===== config.mk =====
export PLATFORM = sky130hd
export DESIGN_NAME = wb_tile_target_mux
export DESIGN_NICKNAME = d
export VERILOG_FILES = /design/src/rtl/wb_tile_pkg.sv /design/src/rtl/wb_tile_addr_decode.sv /design/src/rtl/wb_tile_target_mux.sv
export SDC_FILE = /design/constraint.sdc
export NUM_CORES = 1
export LEC_CHECK = 0
export BUFFER_PORTS_ARGS = -buffer_cell sky130_fd_sc_hd__buf_2
export CORE_MARGIN = 3
export CORE_UTILIZATION = 40
export CTS_CLUSTER_DIAMETER = 60
export DETAILED_ROUTE_END_ITERATION = 7
export PLACE_DENSITY_LB_ADDON = 0.05
export SETUP_SLACK_MARGIN = 0.2
export SYNTH_ARGS = -nofsm -noshare
export SYNTH_HDL_FRONTEND = slang
export SYNTH_SLANG_ARGS = --single-unit

===== constraint.sdc =====
create_clock -name clk -period 2.1 [get_ports clk]
set_input_delay 0.21 -clock clk [delete_from_list [all_inputs] [get_ports clk]]
set_output_delay 0.21 -clock clk [all_outputs]
set_load 0.01 [all_outputs]

===== src/rtl/wb_tile_pkg.sv =====
// Shared types and helpers for the tile-level Wishbone target multiplexer.
package wb_tile_pkg;

    typedef enum logic [1:0] {
        StIdle,
        StBusy,
        StResp
    } state_e;

    localparam logic [2:0] CtiClassic = 3'b000;
    localparam logic [1:0] BteLinear  = 2'b00;

    localparam int unsigned MaxAddrWidth = 64;

    // Callers zero-extend narrower addresses to MaxAddrWidth.
    function automatic logic addr_match(input logic [MaxAddrWidth-1:0] adr,
                                        input logic [MaxAddrWidth-1:0] base,
                                        input logic [MaxAddrWidth-1:0] mask);
        return (adr & mask) == base;
    endfunction

endpackage


===== src/rtl/wb_tile_addr_decode.sv =====
// Combinational base/mask address decoder; the lowest matching target index wins.
module wb_tile_addr_decode
    import wb_tile_pkg::*;
#(
    parameter int unsigned                        NR_TARGETS  = 2,
    parameter int unsigned                        ADDR_WIDTH  = 32,
    parameter logic [NR_TARGETS*ADDR_WIDTH-1:0]   TARGET_BASE = '0,
    parameter logic [NR_TARGETS*ADDR_WIDTH-1:0]   TARGET_MASK = '0,
    localparam int unsigned                       IdxWidth    = (NR_TARGETS > 1) ?
                                                                $clog2(NR_TARGETS) : 1
) (
    input  logic [ADDR_WIDTH-1:0] adr_i,
    output logic [NR_TARGETS-1:0] match_o,
    output logic [IdxWidth-1:0]   idx_o,
    output logic                  hit_o
);

    always_comb begin
        match_o = '0;
        idx_o   = '0;
        hit_o   = 1'b0;
        // Walk downwards so a lower-indexed match overrides a higher one.
        for (int t = NR_TARGETS - 1; t >= 0; t--) begin
            if (addr_match(MaxAddrWidth'(adr_i),
                           MaxAddrWidth'(TARGET_BASE[t*ADDR_WIDTH +: ADDR_WIDTH]),
                           MaxAddrWidth'(TARGET_MASK[t*ADDR_WIDTH +: ADDR_WIDTH]))) begin
                match_o    = '0;
                match_o[t] = 1'b1;
                idx_o      = IdxWidth'(t);
                hit_o      = 1'b1;
            end
        end
    end

endmodule


===== src/rtl/wb_tile_target_mux.sv =====
// Routes the NA Wishbone master to one of NR_TARGETS classic slaves, with decode-error,
// watchdog timeout, master-abort handling and a saturating error counter.
module wb_tile_target_mux
    import wb_tile_pkg::*;
#(
    parameter int unsigned                        NR_TARGETS     = 2,
    parameter int unsigned                        DATA_WIDTH     = 32,
    parameter int unsigned                        ADDR_WIDTH     = 32,
    parameter logic [NR_TARGETS*ADDR_WIDTH-1:0]   TARGET_BASE    = '0,
    parameter logic [NR_TARGETS*ADDR_WIDTH-1:0]   TARGET_MASK    = '0,
    parameter int unsigned                        TIMEOUT_CYCLES = 255,
    parameter int unsigned                        ERRCNT_WIDTH   = 8
) (
    input  logic                                clk,
    input  logic                                rst_sys_n,
    input  logic [ADDR_WIDTH-1:0]               wbm_adr_i,
    input  logic [DATA_WIDTH-1:0]               wbm_dat_i,
    input  logic [DATA_WIDTH/8-1:0]             wbm_sel_i,
    input  logic                                wbm_we_i,
    input  logic                                wbm_cyc_i,
    input  logic                                wbm_stb_i,
    output logic                                wbm_ack_o,
    output logic                                wbm_err_o,
    output logic [DATA_WIDTH-1:0]               wbm_dat_o,
    output logic [NR_TARGETS*ADDR_WIDTH-1:0]    wbs_adr_o,
    output logic [NR_TARGETS*DATA_WIDTH-1:0]    wbs_dat_o,
    output logic [NR_TARGETS*DATA_WIDTH/8-1:0]  wbs_sel_o,
    output logic [NR_TARGETS-1:0]               wbs_we_o,
    output logic [NR_TARGETS-1:0]               wbs_cyc_o,
    output logic [NR_TARGETS-1:0]               wbs_stb_o,
    output logic [NR_TARGETS*3-1:0]             wbs_cti_o,
    output logic [NR_TARGETS*2-1:0]             wbs_bte_o,
    input  logic [NR_TARGETS-1:0]               wbs_ack_i,
    input  logic [NR_TARGETS-1:0]               wbs_err_i,
    input  logic [NR_TARGETS*DATA_WIDTH-1:0]    wbs_dat_i,
    output logic                                timeout_o,
    output logic [ERRCNT_WIDTH-1:0]             err_count_o
);

    localparam int unsigned SelWidth  = DATA_WIDTH / 8;
    localparam int unsigned IdxWidth  = (NR_TARGETS > 1) ? $clog2(NR_TARGETS) : 1;
    localparam int unsigned WaitWidth = 16;

    state_e                  state_q, state_d;
    logic [IdxWidth-1:0]     idx_q, idx_d;
    logic [NR_TARGETS-1:0]   oh_q, oh_d;
    logic [ADDR_WIDTH-1:0]   adr_q, adr_d;
    logic [DATA_WIDTH-1:0]   dat_q, dat_d;
    logic [SelWidth-1:0]     sel_q, sel_d;
    logic                    we_q, we_d;
    logic [WaitWidth-1:0]    wait_q, wait_d;
    logic [DATA_WIDTH-1:0]   rdata_q, rdata_d;
    logic                    resp_err_q, resp_err_d;
    logic                    timeout_q, timeout_d;
    logic [ERRCNT_WIDTH-1:0] errcnt_q;
    logic                    err_inc;

    logic [NR_TARGETS-1:0]   dec_match;
    logic [IdxWidth-1:0]     dec_idx;
    logic                    dec_hit;
    logic                    slv_ack, slv_err;
    logic [DATA_WIDTH-1:0]   slv_rdata;

    wb_tile_addr_decode #(
        .NR_TARGETS  (NR_TARGETS),
        .ADDR_WIDTH  (ADDR_WIDTH),
        .TARGET_BASE (TARGET_BASE),
        .TARGET_MASK (TARGET_MASK)
    ) u_decode (
        .adr_i   (wbm_adr_i),
        .match_o (dec_match),
        .idx_o   (dec_idx),
        .hit_o   (dec_hit)
    );

    always_comb begin
        slv_ack   = 1'b0;
        slv_err   = 1'b0;
        slv_rdata = '0;
        for (int t = 0; t < NR_TARGETS; t++) begin
            if (idx_q == IdxWidth'(t)) begin
                slv_ack   = wbs_ack_i[t];
                slv_err   = wbs_err_i[t];
                slv_rdata = wbs_dat_i[t*DATA_WIDTH +: DATA_WIDTH];
            end
        end
    end

    always_comb begin
        state_d    = state_q;
        idx_d      = idx_q;
        oh_d       = oh_q;
        adr_d      = adr_q;
        dat_d      = dat_q;
        sel_d      = sel_q;
        we_d       = we_q;
        wait_d     = wait_q;
        rdata_d    = rdata_q;
        resp_err_d = resp_err_q;
        timeout_d  = 1'b0;
        err_inc    = 1'b0;
        unique case (state_q)
            StIdle: begin
                if (wbm_cyc_i && wbm_stb_i) begin
                    if (dec_hit) begin
                        idx_d   = dec_idx;
                        oh_d    = dec_match;
                        adr_d   = wbm_adr_i;
                        dat_d   = wbm_dat_i;
                        sel_d   = wbm_sel_i;
                        we_d    = wbm_we_i;
                        wait_d  = '0;
                        state_d = StBusy;
                    end else begin
                        resp_err_d = 1'b1;
                        err_inc    = 1'b1;
                        state_d    = StResp;
                    end
                end
            end
            StBusy: begin
                wait_d = wait_q + WaitWidth'(1);
                // Priority: master abort, slave err, slave ack, then watchdog.
                if (!wbm_cyc_i) begin
                    state_d = StIdle;
                end else if (slv_err) begin
                    resp_err_d = 1'b1;
                    err_inc    = 1'b1;
                    state_d    = StResp;
                end else if (slv_ack) begin
                    resp_err_d = 1'b0;
                    rdata_d    = we_q ? '0 : slv_rdata;
                    state_d    = StResp;
                end else if (wait_q == WaitWidth'(TIMEOUT_CYCLES - 1)) begin
                    resp_err_d = 1'b1;
                    timeout_d  = 1'b1;
                    err_inc    = 1'b1;
                    state_d    = StResp;
                end
            end
            StResp: state_d = StIdle;
            default: state_d = StIdle;
        endcase
    end

    always_ff @(posedge clk) begin
        if (!rst_sys_n) begin
            state_q    <= StIdle;
            idx_q      <= '0;
            oh_q       <= '0;
            adr_q      <= '0;
            dat_q      <= '0;
            sel_q      <= '0;
            we_q       <= 1'b0;
            wait_q     <= '0;
            rdata_q    <= '0;
            resp_err_q <= 1'b0;
            timeout_q  <= 1'b0;
            errcnt_q   <= '0;
        end else begin
            state_q    <= state_d;
            idx_q      <= idx_d;
            oh_q       <= oh_d;
            adr_q      <= adr_d;
            dat_q      <= dat_d;
            sel_q      <= sel_d;
            we_q       <= we_d;
            wait_q     <= wait_d;
            rdata_q    <= rdata_d;
            resp_err_q <= resp_err_d;
            timeout_q  <= timeout_d;
            if (err_inc && (errcnt_q != '1)) begin
                errcnt_q <= errcnt_q + ERRCNT_WIDTH'(1);
            end
        end
    end

    // Unselected slaves, and all slaves outside BUSY, see zeros on every signal.
    always_comb begin
        wbs_adr_o = '0;
        wbs_dat_o = '0;
        wbs_sel_o = '0;
        wbs_we_o  = '0;
        wbs_cyc_o = '0;
        wbs_stb_o = '0;
        for (int t = 0; t < NR_TARGETS; t++) begin
            if ((state_q == StBusy) && oh_q[t]) begin
                wbs_adr_o[t*ADDR_WIDTH +: ADDR_WIDTH] = adr_q;
                wbs_dat_o[t*DATA_WIDTH +: DATA_WIDTH] = dat_q;
                wbs_sel_o[t*SelWidth +: SelWidth]     = sel_q;
                wbs_we_o[t]                           = we_q;
                wbs_cyc_o[t]                          = 1'b1;
                wbs_stb_o[t]                          = 1'b1;
            end
        end
    end

    assign wbs_cti_o   = {NR_TARGETS{CtiClassic}};
    assign wbs_bte_o   = {NR_TARGETS{BteLinear}};
    assign wbm_ack_o   = (state_q == StResp) && !resp_err_q;
    assign wbm_err_o   = (state_q == StResp) && resp_err_q;
    assign wbm_dat_o   = wbm_ack_o ? rdata_q : '0;
    assign timeout_o   = timeout_q;
    assign err_count_o = errcnt_q;

endmodule

==> impl_metrics.tcl <==
set metrics [dict create \
    crit_top_cell "buf_6" \
    avgSynthCellArea_um2 7.817 \
    worstSetupEndpointType "primary output" \
    critPathSlowestCell "dfxtp_4" \
    initial_core_util_pct 41.60 \
    async_reset_ff_share_pct 0 \
    syn2layout_area_growth_pct 31.27 \
    die_h_um 132.7 \
    cts_tree "built" \
    max_freq_ghz 0.5314 \
    die_w_um 132.7 \
    core_um2 15430 \
    slowest_delay_ps 360 \
    cts_root_buffer "clkbuf_16" \
    place_congestion 0.7372 \
    synthFlopType "dfxtp_1" \
    max-vdd-ir-drop_v 0.0005679 \
    dr_total_vias 5974 \
    cp_max_fo 6 \
    grtUsageTotal_pct 19.08 \
    drive_above_1_share_pct 30.81 \
    port_buffers 220 \
    drcViolationCount 0 \
    finalSetupTns_ps 0 \
    dp_slack_ps 165.2 \
    hp-class "input port to register" \
    synth_area_leaders "dfxtp_1 41%, nand2_1 11%, buf_4 9.7%, a21oi_1 9.3%, and3_1 7.1%" \
    grt_pass1_wl_um 27400 \
    grt_pass1_vias 5375 \
    synth_common_cells "185 x nand2_1, 130 x dfxtp_1, 119 x a21oi_1, 83 x buf_4, 73 x and3_1" \
    whs_ps 29.84 \
    cts_max_path_buffers 2 \
    rows 45 \
    synth.most_common_cell "nand2_1" \
    drtIter0Drc 283 \
    ys_seq_area_share_pct 40.55 \
    rsz0062_at_grt "true" \
    cts.clk_slew.worst_paths_ps 60 \
    io_pins 336 \
    worst_slew_pin_slew_ps 537.0 \
    grt_max_degree 72 \
    maxCapViolations 0 \
    htreeDepth 4 \
    ys_warn_count 0 \
    yosys.area.top_type "dfxtp_1" \
    routedWlPerCell_um 14.41 \
    required_ps 1890 \
    finalWorstSetupSlack_ps 218.3 \
    cp.arrival_ps 1670 \
    p_per_area_nw_per_um2 705.7 \
    synth_cell_types 50 \
    vias_per_cell 4.756 \
    overflow 0 \
    outcome "finished clean" \
    synth.cell_area_um2 6417 \
    nNetsFinal 1175 \
    fin_crit_ps 1882 \
    finalSetupViolations 0 \
    synth_edf_count 0 \
    dpl.hpwl_um 11640 \
    clock_latency_ps 410 \
    path_class "register to primary output" \
    final_antenna_net_count 0 \
    synth_top_area_share_pct 40.55 \
    routed_wl_um 18110 \
    utilization_pct 54.61 \
    clock_skew_ps 7.616 \
    synth_cells 821 \
    fill_cells 1577 \
    cts_buffers 17 \
    cp_cell_sequence "buf_6 -> nor2b_4 -> buf_12 -> clkbuf_16 -> and3_4 -> buf_6" \
    ys_seq_elements 130 \
    leakage_nw 3.950 \
    antenna_found_initial 3 \
    final.period_utilization_pct 89.61 \
    fp.dieArea_um2 17600 \
    ctsHoldBuffers 0 \
    startpoint_type "register" \
    power_mw 5.945 \
    relSlewSlack_pct 63.96 \
    dr.pass1.iters 5 \
    clock-sinks 130 \
    drv_slew 0 \
    final-hold-violation-count 0 \
]
==> timing repair <==
| action | in CTS | in global routing |
|---|---|---|
| cloned | 1 | 2 |
| setup buffers | 4 | 5 |
| gates resized for setup | 11 | 46 |
| pin swaps | 0 | 6 |
| endpoints found under the setup margin | 105 | 109 |
==> kinds of logic (layout without fill, tap and decap cells) <==
group	Yosys count	in the layout	synth area share (%)
AND/OR/NAND/NOR	392	392	31.90
buffers and inverters	148	288	14.08
AO/OA/AOI/OAI	142	143	12.03
flip-flops	130	130	40.55
multiplexers	5	5	0.7994
adder cells (fa/ha/maj)	3	3	0.5850
other	1	84	0.05843
==> routing by layer <==
metal / GRT usage [%] / part of all wire [%] / vias to the layer above
met5: 0 / 0 / -
li1: - / - / 3035
met4: 6.640 / 1.4 / 0
met2: 29.07 / 46 / 202
met3: 8.593 / 9.2 / 14
met1: 24.00 / 44 / 2723
==> registers in the layout, indices dropped and copies added, names as in the netlist <==
signal,flops
adr_q,32
sel_q,4
we_q,1
wait_q,16
timeout_o,1
resp_err_q,1
dat_q,32
err_count_o,8
rdata_q,32
state_q,2
oh_q,1
==> critical path, delay by kind of cell, from the launching register on <==
family        cells  cell delay, ps
buf+inv           4             480
simple gates      2             420
flops             1             360
==> power by group <==
part           internal [mW]  switching, mW
logic                  0.202          0.329
registers               2.54         0.0329
clock network           1.80           1.04
==> per-stage QoR <==
stage | instance area (um2) | cells
final | 8424 | 1256
after global placement | 7453 | 1211
after detailed placement | 7453 | 1211
after CTS | 8127 | 1246
after global routing | 8424 | 1256
after floorplan | 6718 | 901
==> cell type report <==
cell class,count,area (um2),area share (%)
multi-input cells,624,3374,40.06
inverters,3,12.51,0.1485
diodes,3,7.507,0.08911
repair buffers,255,1590,18.88
clock inverters,4,47.55,0.5644
flip-flops and latches,130,2609,30.97
clock buffers,26,519.2,6.164
well taps,211,264.0,3.134
==> path summary, 6_finish.rpt <==
path	startpoint	endpoint	slack [ps]	cells after the start
max	state_q[0]	wbs_dat_o[3]	220	6
min	wbm_dat_i[17]	dat_q[17]	30	3
max reg2reg	wait_q[1]	err_count_o[4]	280	5
min reg2reg	rdata_q[16]	rdata_q[16]	440	2
==> placed cells by master, fill, tap and decap left out, types with 3 or more instances in the layout <==
| cell type | netlist | routed |
|---|---|---|
| diode_2 | 0 | 3 |
| nor4_1 | 3 | 3 |
| clkinv_2 | 0 | 3 |
| or3_1 | 3 | 3 |
| nand3b_1 | 33 | 33 |
| and2_1 | 34 | 34 |
| buf_6 | 1 | 21 |
| conb_1 | 1 | 81 |
| nor2_1 | 15 | 15 |
| a21oi_1 | 119 | 119 |
| mux2i_1 | 4 | 4 |
| and3_4 | 0 | 13 |
| nand3_1 | 11 | 11 |
| nand4_1 | 7 | 7 |
| o21ai_0 | 7 | 6 |
| buf_4 | 83 | 26 |
| nand2b_1 | 4 | 4 |
| clkbuf_1 | 52 | 3 |
| buf_2 | 7 | 201 |
| dfxtp_1 | 130 | 127 |
| clkbuf_8 | 2 | 6 |
| clkbuf_16 | 0 | 18 |
| and3_1 | 73 | 60 |
| nand2_1 | 185 | 184 |
| buf_12 | 0 | 5 |
No activity file was read; power rests on OpenSTA's default activity.
